## config.mk

```make
export PLATFORM = sky130hd
export DESIGN_NAME = dmem_arbiter
export DESIGN_NICKNAME = d
export VERILOG_FILES = /design/src/rtl/dmem_arbiter.sv
export SDC_FILE = /design/constraint.sdc
export NUM_CORES = 1
export LEC_CHECK = 0
export CAP_MARGIN = 10
export CORE_ASPECT_RATIO = 2
export CORE_MARGIN = 2
export CORE_UTILIZATION = 33
export DETAILED_ROUTE_END_ITERATION = 8
export GPL_TIMING_DRIVEN = 0
export PLACE_DENSITY_LB_ADDON = 0.05
export SETUP_SLACK_MARGIN = 0.05
export SYNTH_ARGS = -nofsm -noshare
export SYNTH_HDL_FRONTEND = slang
export SYNTH_SLANG_ARGS = --single-unit
```

## constraint.sdc

```tcl
create_clock -name CLK -period 2.8 [get_ports CLK]
set_input_delay 0.56 -clock CLK [delete_from_list [all_inputs] [get_ports CLK]]
set_output_delay 0.56 -clock CLK [all_outputs]
set_load 0.005 [all_outputs]
```

## src/rtl/dmem_arbiter.sv

```systemverilog
`default_nettype none
// ============================================================================
// Module   : dmem_arbiter
// Purpose  : Shares the single-port data RAM between the CPU dmem port and a
//            burst requester. The CPU wins every contested cycle; a starvation
//            counter forces one burst slot after MAX_WAIT consecutive losses.
// Revision : 1.0 - initial release
// ============================================================================
module dmem_arbiter #(
  parameter int ADDR_W   = 12,
  parameter int DATA_W   = 32,
  parameter int LEN_W    = 4,
  parameter int MAX_WAIT = 8
) (
  input  logic              CLK,
  input  logic              CPU_RESETN,
  // CPU port
  input  logic              cpu_valid,
  input  logic              cpu_wen,
  input  logic [ADDR_W-1:0] cpu_addr,
  input  logic [DATA_W-1:0] cpu_wdata,
  output logic [DATA_W-1:0] cpu_rdata,
  output logic              cpu_stall,
  // burst requester port
  input  logic              dma_req,
  input  logic              dma_we,
  input  logic [ADDR_W-1:0] dma_addr,
  input  logic [LEN_W-1:0]  dma_len,
  input  logic [DATA_W-1:0] dma_wdata,
  output logic              dma_wready,
  output logic [DATA_W-1:0] dma_rdata,
  output logic              dma_rvalid,
  output logic              dma_busy,
  output logic              dma_done,
  // RAM port
  output logic              ram_wen,
  output logic [ADDR_W-1:0] ram_addr,
  output logic [DATA_W-1:0] ram_wdata,
  input  logic [DATA_W-1:0] ram_rdata
);

  // Wait counter is sized for the largest legal MAX_WAIT (255).
  localparam int          WAIT_W     = 8;
  localparam [WAIT_W-1:0] c_wait_max = WAIT_W'(MAX_WAIT);

  typedef enum logic [1:0] {
    S_IDLE  = 2'd0,
    S_BURST = 2'd1,
    S_DRAIN = 2'd2
  } state_t;

  state_t              state_q, state_d;
  logic                dir_q, dir_d;
  logic [ADDR_W-1:0]   ptr_q, ptr_d;
  logic [LEN_W-1:0]    rem_q, rem_d;
  logic [WAIT_W-1:0]   wait_q, wait_d;
  logic                rvalid_q, rvalid_d;
  logic                busy_q, busy_d;
  logic                done_q, done_d;
  logic                dma_slot;

  // Slot decision and RAM port mux: the burst only owns the RAM when the CPU
  // is idle or the CPU has starved the burst for MAX_WAIT cycles in a row.
  always_comb begin
    dma_slot   = (state_q == S_BURST) && (!cpu_valid || (wait_q == c_wait_max));
    cpu_stall  = cpu_valid && dma_slot;
    dma_wready = dma_slot && dir_q;
    if (dma_slot) begin
      ram_addr  = ptr_q;
      ram_wen   = dir_q;
      ram_wdata = dma_wdata;
    end else begin
      ram_addr  = cpu_addr;
      ram_wen   = cpu_valid && cpu_wen;
      ram_wdata = cpu_wdata;
    end
    cpu_rdata  = ram_rdata;
    dma_rdata  = ram_rdata;
    dma_rvalid = rvalid_q;
    dma_busy   = busy_q;
    dma_done   = done_q;
  end

  // Next-state logic for the burst sequencer, pointer, count and wait counter.
  always_comb begin
    state_d = state_q;
    dir_d   = dir_q;
    ptr_d   = ptr_q;
    rem_d   = rem_q;
    wait_d  = wait_q;
    case (state_q)
      S_IDLE: begin
        wait_d = '0;
        if (dma_req) begin
          state_d = S_BURST;
          dir_d   = dma_we;
          ptr_d   = dma_addr;
          rem_d   = dma_len;
        end
      end
      S_BURST: begin
        if (dma_slot) begin
          // Pointer wraps naturally at the top of the address space.
          ptr_d  = ptr_q + 1'b1;
          rem_d  = rem_q - 1'b1;
          wait_d = '0;
          if (rem_q == '0) begin
            state_d = S_DRAIN;
          end
        end else if (cpu_valid && (wait_q != c_wait_max)) begin
          wait_d = wait_q + 1'b1;
        end
      end
      S_DRAIN: begin
        // One cycle lets the last read word return alongside dma_done.
        state_d = S_IDLE;
      end
      default: begin
        state_d = S_IDLE;
      end
    endcase
    // Status outputs are registered so they are clean decodes of the new state.
    rvalid_d = dma_slot && !dir_q;
    busy_d   = (state_d != S_IDLE);
    done_d   = (state_d == S_DRAIN);
  end

  // State registers; reset abandons any burst in flight.
  always_ff @(posedge CLK or negedge CPU_RESETN) begin
    if (!CPU_RESETN) begin
      state_q  <= S_IDLE;
      dir_q    <= 1'b0;
      ptr_q    <= '0;
      rem_q    <= '0;
      wait_q   <= '0;
      rvalid_q <= 1'b0;
      busy_q   <= 1'b0;
      done_q   <= 1'b0;
    end else begin
      state_q  <= state_d;
      dir_q    <= dir_d;
      ptr_q    <= ptr_d;
      rem_q    <= rem_d;
      wait_q   <= wait_d;
      rvalid_q <= rvalid_d;
      busy_q   <= busy_d;
      done_q   <= done_d;
    end
  end

endmodule
`default_nettype wire

```

==> report_table.html, run 1 <==
<table>
<tr><th>Metric</th><th>Value</th></tr>
<tr><th colspan="2">Timing</th></tr>
<tr><td>Hold Vio Cnt, Final</td><td>0</td></tr>
<tr><td>Final Max Slew Viols</td><td>0</td></tr>
<tr><td>Final setup TNS</td><td>-3.787 ns</td></tr>
<tr><td>Upper clock frequency limit</td><td>about 0.34 GHz</td></tr>
<tr><td>Final worst path period share</td><td>106.3%</td></tr>
<tr><td>Normalized max-slew margin</td><td>roughly a third</td></tr>
<tr><td>Final clock skew</td><td>0.004231 ns</td></tr>
<tr><td>Period minus WS final</td><td>2.976 ns</td></tr>
<tr><td>Actual transition at the worst max-transition pin</td><td>between 0.9 and 1 ns</td></tr>
<tr><td>Min setup slack post-route</td><td>-0.1757 ns</td></tr>
<tr><td>Setup violators final</td><td>41</td></tr>
<tr><td>Unrepaired setup endpoints after global routing</td><td>yes</td></tr>
<tr><th colspan="2">Status</th></tr>
<tr><td>Outcome</td><td>finished with violations</td></tr>
<tr><td>Violations in the final reports</td><td>negative setup slack</td></tr>
<tr><th colspan="2">Layout</th></tr>
<tr><td>Multi-input gate area</td><td>between 0.0015 and 0.002 sq mm</td></tr>
<tr><td>Final Cell Area</td><td>0.005494 sq mm</td></tr>
<tr><td>Register Area</td><td>752.0 sq um</td></tr>
<tr><td>Fillers</td><td>a little over 700</td></tr>
<tr><td>Number of nets in the layout</td><td>about 700</td></tr>
<tr><td>Synthesis-to-layout area growth</td><td>92.84%</td></tr>
<tr><td>Final non-filler cell total</td><td>around 660</td></tr>
<tr><td>Proportion of layout cells with a drive suffix above 1</td><td>between 30% and 40%</td></tr>
<tr><td>Number of diodes added for antenna fixing</td><td>0</td></tr>
<tr><th colspan="2">Power and ir drop</th></tr>
<tr><td>LEAKAGE</td><td>between 2 and 3 nW</td></tr>
<tr><td>Pwr Total</td><td>3.590 mW</td></tr>
<tr><td>Switching power total</td><td>~1.3 mW</td></tr>
<tr><td>VDD IR max</td><td>around 0.00063 V</td></tr>
<tr><td>Share of total power in sequential cells</td><td>between 20 and 25%</td></tr>
<tr><td>Share of total power in combinational logic</td><td>between 60% and 70%</td></tr>
<tr><td>Share of power burned in the clock network</td><td>14.2%</td></tr>
<tr><td>Cell area power density</td><td>653.4 mW/mm^2</td></tr>
<tr><td>Internal cell power</td><td>2.272 mW</td></tr>
<tr><td>Fraction of power spent switching nets</td><td>approximately 37%</td></tr>
<tr><th colspan="2">Place</th></tr>
<tr><td>Routability Congestion</td><td>roughly 0.86</td></tr>
<tr><td>Placed Area</td><td>0.005081 sq mm</td></tr>
<tr><td>HPWL after detailed placement</td><td>a little under 9000 um</td></tr>
<tr><td>Post-place setup slack</td><td>-0.2392 ns</td></tr>
<tr><td>Cell count after placement</td><td>roughly 620</td></tr>
<tr><td>Count of port buffers added during placement</td><td>211</td></tr>
<tr><th colspan="2">Detailed routing</th></tr>
<tr><td>Post-Route WL</td><td>between 10,000 and 15,000 um</td></tr>
<tr><td>Count of vias placed by the detailed router</td><td>around 3,300</td></tr>
<tr><td>Via density per instance</td><td>4.967</td></tr>
<tr><td>Post-route antenna net violation count</td><td>0</td></tr>
<tr><td>Length of the first detailed-routing pass in iterations</td><td>4</td></tr>
<tr><td>Wire length per cell</td><td>17.30 um</td></tr>
<tr><td>DRC viols</td><td>0</td></tr>
<tr><td>Iter 0 DRT Violations</td><td>85</td></tr>
<tr><th colspan="2">Worst setup path</th></tr>
<tr><td>Delay of the slowest critical-path stage</td><td>around 0.4 ns</td></tr>
<tr><td>R2R Path Start</td><td>wait_q[1]</td></tr>
<tr><td>Kind of cell adding the most delay to the critical path</td><td>buffers and inverters</td></tr>
<tr><td>Launch point of the worst path</td><td>wait_q[1]</td></tr>
<tr><td>Data required, critical path</td><td>between 2 and 2.5 ns</td></tr>
<tr><td>Critical Path Source Type</td><td>flop</td></tr>
<tr><td>Crit Path Category</td><td>reg2out</td></tr>
<tr><td>Max Fanout on Critical Path</td><td>7</td></tr>
<tr><td>Number of buffer and inverter instances along the worst setup path</td><td>6</td></tr>
<tr><td>Data arrival time of the critical path</td><td>between 2 and 2.5 ns</td></tr>
<tr><td>Library cell appearing most often on the critical path</td><td>sky130_fd_sc_hd__buf_6</td></tr>
<tr><td>Kind of end point of the critical path</td><td>primary output</td></tr>
<tr><td>Critical path, cell by cell</td><td>inv_2 -&gt; buf_6 -&gt; ha_4 -&gt; or3b_4 -&gt; o21ai_4 -&gt; nand2_2 -&gt; buf_8 -&gt; buf_6 -&gt; buf_16 -&gt; mux2_4 -&gt; buf_6</td></tr>
<tr><td>Critical-path cell with the highest stage delay</td><td>sky130_fd_sc_hd__dfrtp_1</td></tr>
<tr><th colspan="2">Floorplan</th></tr>
<tr><td>Die boundary height</td><td>135.4 um</td></tr>
<tr><td>Row cnt</td><td>48</td></tr>
<tr><td>Core area</td><td>~0.0085 sq mm</td></tr>
<tr><td>IO Count</td><td>between 200 and 250</td></tr>
<tr><td>Die ar.</td><td>about 0.0094 sq mm</td></tr>
<tr><td>Starting Density</td><td>approximately a third</td></tr>
<tr><td>Die X</td><td>69.70 um</td></tr>
<tr><th colspan="2">Clocking</th></tr>
<tr><td>Source-to-sink clock delay at the later pin of the worst-skew pair</td><td>between 0.2 and 0.3 ns</td></tr>
<tr><td>Number of clock sinks</td><td>30</td></tr>
<tr><td>Number of buffers inserted during clock tree synthesis</td><td>5</td></tr>
<tr><td>Clock Pin Slew Worst Setup and Hold Paths</td><td>around 0.050 ns</td></tr>
<tr><td>H-tree depth</td><td>2</td></tr>
<tr><td>CTS Buffer Depth</td><td>2</td></tr>
<tr><td>Clock tree from TritonCTS</td><td>yes</td></tr>
<tr><td>Clock root buffer</td><td>sky130_fd_sc_hd__clkbuf_16</td></tr>
<tr><th colspan="2">Yosys</th></tr>
<tr><td>EDFF count, synth</td><td>0</td></tr>
<tr><td>Post-synthesis cell area</td><td>0.002849 sq mm</td></tr>
<tr><td>Syn nets</td><td>439</td></tr>
<tr><td>Synthesized flop and latch total</td><td>30</td></tr>
<tr><td>Number of synthesis warnings</td><td>0</td></tr>
<tr><td>Share of synthesized area occupied by flip-flops and latches</td><td>a little over a quarter</td></tr>
<tr><td>Number of distinct library cells after synthesis</td><td>between 40 and 50</td></tr>
<tr><td>Gate count of the mapped netlist</td><td>about 310</td></tr>
<tr><td>Share of synthesized registers carrying an async set or reset</td><td>100.0%</td></tr>
<tr><td>Synth Flop Type</td><td>sky130_fd_sc_hd__dfrtp_1</td></tr>
<tr><td>Average cell area after synthesis</td><td>9.341 sq um</td></tr>
<tr><th colspan="2">GRT</th></tr>
<tr><td>Global-route wire length before repair</td><td>17,280 um</td></tr>
<tr><td>Largest net degree at the start of global routing</td><td>31</td></tr>
<tr><td>Total track usage</td><td>a little under a quarter</td></tr>
<tr><td>Global route overflow</td><td>0</td></tr>
<tr><td>Number of antenna violations at the first check in global routing</td><td>0</td></tr>
<tr><td>Number of global-route vias before repair</td><td>around 3,400</td></tr>
<tr><th colspan="2">Min path</th></tr>
<tr><td>Worst hold-check path type</td><td>in2async</td></tr>
<tr><th colspan="2">Flow run</th></tr>
<tr><td>Count of max-cap constraint violations</td><td>0</td></tr>
</table>
==> layer usage <==
metal	part of all wire, %	track usage, %
met2	55	44.82
met5	0	0
met4	3.4	10.15
met1	34	22.57
met3	7.8	6.250
==> cells by family after synthesis <==
group,Yosys count,synth area share [%]
flops,30,26.35
buf+inv,86,20.95
fa+ha+maj,4,1.757
simple gates,76,13.75
compound gates,62,15.20
xor+xnor,1,0.3075
mux,46,21.70
==> layout by cell type, fill, tap and decap left out, types with 2 or more instances in the layout <==
master and count:
sky130_fd_sc_hd__buf_2 6, sky130_fd_sc_hd__clkbuf_1 7, sky130_fd_sc_hd__a21oi_1 5, sky130_fd_sc_hd__a31oi_1 3
sky130_fd_sc_hd__a211oi_1 5, sky130_fd_sc_hd__nand3_1 13, sky130_fd_sc_hd__o31ai_1 2, sky130_fd_sc_hd__buf_4 90
sky130_fd_sc_hd__clkdlybuf4s50_1 163, sky130_fd_sc_hd__mux2_4 30, sky130_fd_sc_hd__and3_1 7, sky130_fd_sc_hd__clkbuf_16 5
sky130_fd_sc_hd__o211ai_1 3, sky130_fd_sc_hd__a21o_1 2, sky130_fd_sc_hd__or4_1 2, sky130_fd_sc_hd__o21ai_0 15
sky130_fd_sc_hd__ha_1 3, sky130_fd_sc_hd__nor2_1 13, sky130_fd_sc_hd__mux2_2 15, sky130_fd_sc_hd__clkbuf_2 21
sky130_fd_sc_hd__inv_1 8, sky130_fd_sc_hd__buf_12 3, sky130_fd_sc_hd__a31o_2 2, sky130_fd_sc_hd__o22ai_1 5
sky130_fd_sc_hd__a2bb2oi_1 9, sky130_fd_sc_hd__nand2b_1 2, sky130_fd_sc_hd__dfrtp_1 29, sky130_fd_sc_hd__nand2_1 16
sky130_fd_sc_hd__buf_6 30, sky130_fd_sc_hd__nor4_1 4, sky130_fd_sc_hd__nor3_1 9
==> cell type report <==
type	count	share of cell area (%)
multi-input combinational	189	27.97
sequential	30	13.69
timing repair buffer	245	42.13
inverter	9	0.6149
clock buffer	7	2.414
tap	100	2.277
buffer	77	10.91
==> Yosys cell counts (2+ instances only) <==
library cell / number / area (sq um)
sky130_fd_sc_hd__a211oi_1: 6 / 45.04
sky130_fd_sc_hd__a21o_1: 2 / 15.01
sky130_fd_sc_hd__a21oi_1: 5 / 25.02
sky130_fd_sc_hd__a2bb2oi_1: 9 / 78.83
sky130_fd_sc_hd__a31o_2: 2 / 17.52
sky130_fd_sc_hd__a31oi_1: 3 / 18.77
sky130_fd_sc_hd__and3_1: 7 / 43.79
sky130_fd_sc_hd__buf_2: 3 / 15.01
sky130_fd_sc_hd__buf_4: 64 / 480.5
sky130_fd_sc_hd__buf_6: 4 / 45.04
sky130_fd_sc_hd__clkbuf_1: 5 / 18.77
sky130_fd_sc_hd__dfrtp_1: 30 / 750.7
sky130_fd_sc_hd__ha_1: 4 / 50.05
sky130_fd_sc_hd__inv_1: 9 / 33.78
sky130_fd_sc_hd__mux2_2: 18 / 202.7
sky130_fd_sc_hd__mux2_4: 27 / 405.4
sky130_fd_sc_hd__nand2_1: 16 / 60.06
sky130_fd_sc_hd__nand2b_1: 2 / 12.51
sky130_fd_sc_hd__nand3_1: 13 / 65.06
sky130_fd_sc_hd__nor2_1: 13 / 48.80
sky130_fd_sc_hd__nor3_1: 9 / 45.04
sky130_fd_sc_hd__nor4_1: 4 / 25.02
sky130_fd_sc_hd__o211ai_1: 3 / 22.52
sky130_fd_sc_hd__o21ai_0: 16 / 80.08
sky130_fd_sc_hd__o22ai_1: 5 / 31.28
sky130_fd_sc_hd__o31ai_1: 2 / 15.01
sky130_fd_sc_hd__or4_1: 2 / 15.01
==> registers in the layout (all words and copies together) (netlist names) <==
register    count
ptr_q          12
wait_q          8
rem_q           4
state_q         2
dir_q           1
dma_busy        1
dma_done        1
dma_rvalid      1
==> through the flow <==
step                      util (%)  hold slack, ns
after global placement       59.64          0.4231
after detailed placement     59.58          0.4376
after floorplan                  -          0.2644
after global routing         64.42          0.4094
after CTS                    65.08          0.3628
final                        64.42          0.3362
==> power by group through the flow <==
stage,Sequential [mW],Combinational [mW],Clock [mW]
6_report,0.785,2.30,0.508
5_1_grt,0.813,2.49,0.540
4_1_cts,0.778,2.28,0.516
3_5_place_dp,0.793,2.03,0
3_3_place_gp,0.784,2.00,0
2_1_floorplan,0.737,1.17,0
==> worst paths after layout <==
path                                 end  cells after the start  slack (ns)
max reg2reg                    wait_q[1]                     21       -0.15
min in group CLK              dma_rvalid                      1        0.44
min                            wait_q[2]                      1        0.34
max in group asynchronous      wait_q[2]                      1        1.97
min reg2reg                   dma_rvalid                      1        0.44
max                        ram_wdata[17]                     11       -0.18
==> timing repair <==
action,4_1_cts,5_1_grt
hold buffers,0,0
gates cloned,1,0
setup buffers,31,4
endpoints found under the setup margin,47,56
endpoints found under the hold margin,0,0
gates resized for setup,180,32
pin swaps,3,3
No activity file was read; power rests on OpenSTA's default activity.
==> run 2, diff against run 1 <==
--- a/config.mk
+++ b/config.mk
@@ -10,7 +10,6 @@
 export CORE_MARGIN = 2
 export CORE_UTILIZATION = 33
 export DETAILED_ROUTE_END_ITERATION = 8
-export GPL_TIMING_DRIVEN = 0
 export PLACE_DENSITY_LB_ADDON = 0.05
 export SETUP_SLACK_MARGIN = 0.05
 export SYNTH_ARGS = -nofsm -noshare
==> run 2 against run 1 <==
Against the previous run:
- the run still ends with negative setup slack left
- die area stayed put
- wire length is 8.8% lower
- clock power is 19% higher
- setup slack better by 0.010 ns
- cell area is 18% lower
- highest routed layer unchanged
==> report_table.html, run 2 (synthesis results as in run 1) <==
<table>
<tr><th>Metric</th><th>Value</th></tr>
<tr><th colspan="2">Worst setup path</th></tr>
<tr><td>Critical Path Source Type</td><td>flop</td></tr>
<tr><td>Critical-path cell with the highest stage delay</td><td>sky130_fd_sc_hd__or3b_4</td></tr>
<tr><td>Delay of the slowest critical-path stage</td><td>0.40 ns</td></tr>
<tr><td>Data required, critical path</td><td>~2.2 ns</td></tr>
<tr><td>Critical path, cell by cell</td><td>inv_2 -&gt; ha_4 -&gt; or3b_4 -&gt; o21ai_4 -&gt; nand2_4 -&gt; buf_6 -&gt; clkbuf_16 -&gt; buf_4 -&gt; mux2_4 -&gt; clkbuf_2</td></tr>
<tr><td>Crit Path Category</td><td>reg2out</td></tr>
<tr><td>Max Fanout on Critical Path</td><td>6</td></tr>
<tr><td>Kind of end point of the critical path</td><td>primary output</td></tr>
<tr><td>Reg2Reg Depth</td><td>6</td></tr>
<tr><td>Data arrival time of the critical path</td><td>between 2 and 2.5 ns</td></tr>
<tr><th colspan="2">Clocking</th></tr>
<tr><td>Clock root buffer</td><td>sky130_fd_sc_hd__clkbuf_16</td></tr>
<tr><td>Number of buffers inserted during clock tree synthesis</td><td>5</td></tr>
<tr><td>CTS Buffer Depth</td><td>2</td></tr>
<tr><td>Clock tree from TritonCTS</td><td>yes</td></tr>
<tr><td>Source-to-sink clock delay at the later pin of the worst-skew pair</td><td>0.28 ns</td></tr>
<tr><td>H-tree depth</td><td>2</td></tr>
<tr><td>Clock Pin Slew Worst Setup and Hold Paths</td><td>about 0.050 ns</td></tr>
<tr><td>Number of clock sinks</td><td>30</td></tr>
<tr><th colspan="2">GRT</th></tr>
<tr><td>Number of global-route vias before repair</td><td>roughly 2,800</td></tr>
<tr><td>Top Usage Layer GRT</td><td>met2</td></tr>
<tr><td>Number of antenna violations at the first check in global routing</td><td>0</td></tr>
<tr><td>Global route overflow</td><td>0</td></tr>
<tr><td>Met1 usage</td><td>20.60%</td></tr>
<tr><td>Global-route wire length before repair</td><td>roughly 15,000 um</td></tr>
<tr><td>Total track usage</td><td>a little over 20%</td></tr>
<tr><td>Met3 usage in global routing</td><td>6.399%</td></tr>
<tr><td>Largest net degree at the start of global routing</td><td>31</td></tr>
<tr><td>Met2 routing resource usage after global routing</td><td>a little under two fifths</td></tr>
<tr><th colspan="2">Floorplan</th></tr>
<tr><td>IO Count</td><td>~240</td></tr>
<tr><td>Row cnt</td><td>between 40 and 50</td></tr>
<tr><td>Die X</td><td>approximately 70 um</td></tr>
<tr><td>Die boundary height</td><td>135.4 um</td></tr>
<tr><td>Core area</td><td>0.008528 sq mm</td></tr>
<tr><td>Die ar.</td><td>around 0.0094 sq mm</td></tr>
<tr><td>Starting Density</td><td>33.41%</td></tr>
<tr><th colspan="2">Status</th></tr>
<tr><td>Outcome</td><td>finished with violations</td></tr>
<tr><td>Violations in the final reports</td><td>negative setup slack</td></tr>
<tr><th colspan="2">Detailed routing</th></tr>
<tr><td>Wire length per cell</td><td>~19 um</td></tr>
<tr><td>Length of the first detailed-routing pass in iterations</td><td>4</td></tr>
<tr><td>Iter 0 DRT Violations</td><td>approximately 70</td></tr>
<tr><td>Post-Route WL</td><td>roughly 10,000 um</td></tr>
<tr><td>Via density per instance</td><td>between 5 and 6</td></tr>
<tr><td>Post-route antenna net violation count</td><td>0</td></tr>
<tr><td>Count of vias placed by the detailed router</td><td>about 2,800</td></tr>
<tr><td>DRC viols</td><td>0</td></tr>
<tr><th colspan="2">Layout</th></tr>
<tr><td>Number of nets in the layout</td><td>566</td></tr>
<tr><td>Final design utilization</td><td>between 50 and 60%</td></tr>
<tr><td>Final Cell Area</td><td>~0.0045 sq mm</td></tr>
<tr><td>Largest register by flop count</td><td>ptr_q</td></tr>
<tr><td>Register Area</td><td>750.7 sq um</td></tr>
<tr><td>Fillers</td><td>between 800 and 900</td></tr>
<tr><td>Max reg flops</td><td>12</td></tr>
<tr><td>Final non-filler cell total</td><td>533</td></tr>
<tr><td>Commonest cells after routing, fill and taps aside</td><td>100 x sky130_fd_sc_hd__clkdlybuf4s50_1, 35 x sky130_fd_sc_hd__buf_6, 30 x sky130_fd_sc_hd__dfrtp_1, 27 x sky130_fd_sc_hd__mux2_4</td></tr>
<tr><td>Synthesis-to-layout area growth</td><td>58.02%</td></tr>
<tr><td>Largest registers ranked by flip-flop count</td><td>ptr_q (12), wait_q (8), rem_q (4)</td></tr>
<tr><td>Leading cell type in the layout, fill and taps excluded</td><td>sky130_fd_sc_hd__clkdlybuf4s50_1</td></tr>
<tr><td>Number of diodes added for antenna fixing</td><td>0</td></tr>
<tr><td>Proportion of layout cells with a drive suffix above 1</td><td>a little over a third</td></tr>
<tr><td>Multi-input gate area</td><td>0.001521 sq mm</td></tr>
<tr><th colspan="2">Timing</th></tr>
<tr><td>Final setup TNS</td><td>-2.527 ns</td></tr>
<tr><td>Normalized max-slew margin</td><td>a little under half</td></tr>
<tr><td>Period minus WS final</td><td>roughly 3.0 ns</td></tr>
<tr><td>Final Max Slew Viols</td><td>0</td></tr>
<tr><td>Hold Vio Cnt, Final</td><td>0</td></tr>
<tr><td>Minimum hold slack</td><td>between 0.4 and 0.5 ns</td></tr>
<tr><td>Actual transition at the worst max-transition pin</td><td>between 0.7 and 0.8 ns</td></tr>
<tr><td>Min setup slack post-route</td><td>-0.1652 ns</td></tr>
<tr><td>Final clock skew</td><td>around 0.0054 ns</td></tr>
<tr><td>Final worst path period share</td><td>105.9%</td></tr>
<tr><td>Unrepaired setup endpoints after global routing</td><td>yes</td></tr>
<tr><td>Upper clock frequency limit</td><td>approximately 0.34 GHz</td></tr>
<tr><td>Setup violators final</td><td>43</td></tr>
<tr><th colspan="2">Place</th></tr>
<tr><td>Count of port buffers added during placement</td><td>between 100 and 150</td></tr>
<tr><td>Post-place setup slack</td><td>-0.1848 ns</td></tr>
<tr><td>Routability Congestion</td><td>approximately 0.79</td></tr>
<tr><td>Cell count after placement</td><td>slightly below 500</td></tr>
<tr><td>HPWL after detailed placement</td><td>7695 um</td></tr>
<tr><td>Placed Area</td><td>around 0.004 sq mm</td></tr>
<tr><th colspan="2">Power and ir drop</th></tr>
<tr><td>Pwr Total</td><td>3.558 mW</td></tr>
<tr><td>LEAKAGE</td><td>2.058 nW</td></tr>
<tr><td>VDD IR max</td><td>roughly 0.00056 V</td></tr>
<tr><td>Cell area power density</td><td>a little under 800 mW/mm^2</td></tr>
<tr><th colspan="2">Min path</th></tr>
<tr><td>Worst hold-check path type</td><td>reg2reg</td></tr>
<tr><td>Hold depth</td><td>1</td></tr>
<tr><th colspan="2">Flow run</th></tr>
<tr><td>Count of max-cap constraint violations</td><td>0</td></tr>
</table>
[run 2: worst max-delay path, delay by kind of cell (launching register included)]
family          cells  cell delay [ns]
compound gates      1             0.19
fa+ha+maj           1             0.13
buf+inv             5             0.62
flops               1             0.39
mux                 1             0.28
simple gates        2             0.52
[run 2: path summary, 6_finish.rpt]
| check | startpoint | to | slack [ns] |
|---|---|---|---|
| min in group asynchronous | CPU_RESETN | wait_q[6] | 0.68 |
| min | dir_q | dma_rvalid | 0.44 |
| max reg2reg | wait_q[7] | ptr_q[5] | 0.54 |
| max | wait_q[1] | ram_wdata[29] | -0.17 |
| max in group asynchronous | CPU_RESETN | rem_q[1] | 1.83 |
| min reg2reg | dir_q | dma_rvalid | 0.44 |
[run 2: power by group]
group / switching [mW] / internal [mW]
registers: 0.189 / 0.598
logic: 0.904 / 1.26
clock network: 0.200 / 0.402
[run 2: layer usage]
layer	part of all wire, %	vias to the layer above
met5	0	-
met1	34	1278
li1	-	1296
met2	55	175
met3	8.5	20
met4	2.1	0
[run 2: final cells by class]
| type | instances | share of cell area, % |
|---|---|---|
| Inverter | 9 | 0.7504 |
| Timing Repair Buffer | 197 | 42.30 |
| Clock buffer | 8 | 3.697 |
| Tap cell | 100 | 2.779 |
| Multi-Input combinational cell | 189 | 33.80 |
| Sequential cell | 30 | 16.68 |
[run 2: repair_timing]
item	4_1_cts	5_1_grt
pin swaps	0	2
setup endpoints to repair	47	46
resized for setup	50	122
hold buffers	0	0
buffers inserted	0	26
hold endpoints to repair	0	0
gates cloned	0	5
==> run 3, diff against run 2 <==
--- a/config.mk
+++ b/config.mk
@@ -9,6 +9,7 @@
 export CORE_ASPECT_RATIO = 2
 export CORE_MARGIN = 2
 export CORE_UTILIZATION = 33
+export CTS_CLUSTER_DIAMETER = 60
 export DETAILED_ROUTE_END_ITERATION = 8
 export PLACE_DENSITY_LB_ADDON = 0.05
 export SETUP_SLACK_MARGIN = 0.05
==> results of run 3 <==
Same layout as run 2: the final DEF is identical, and so are final timing and power.
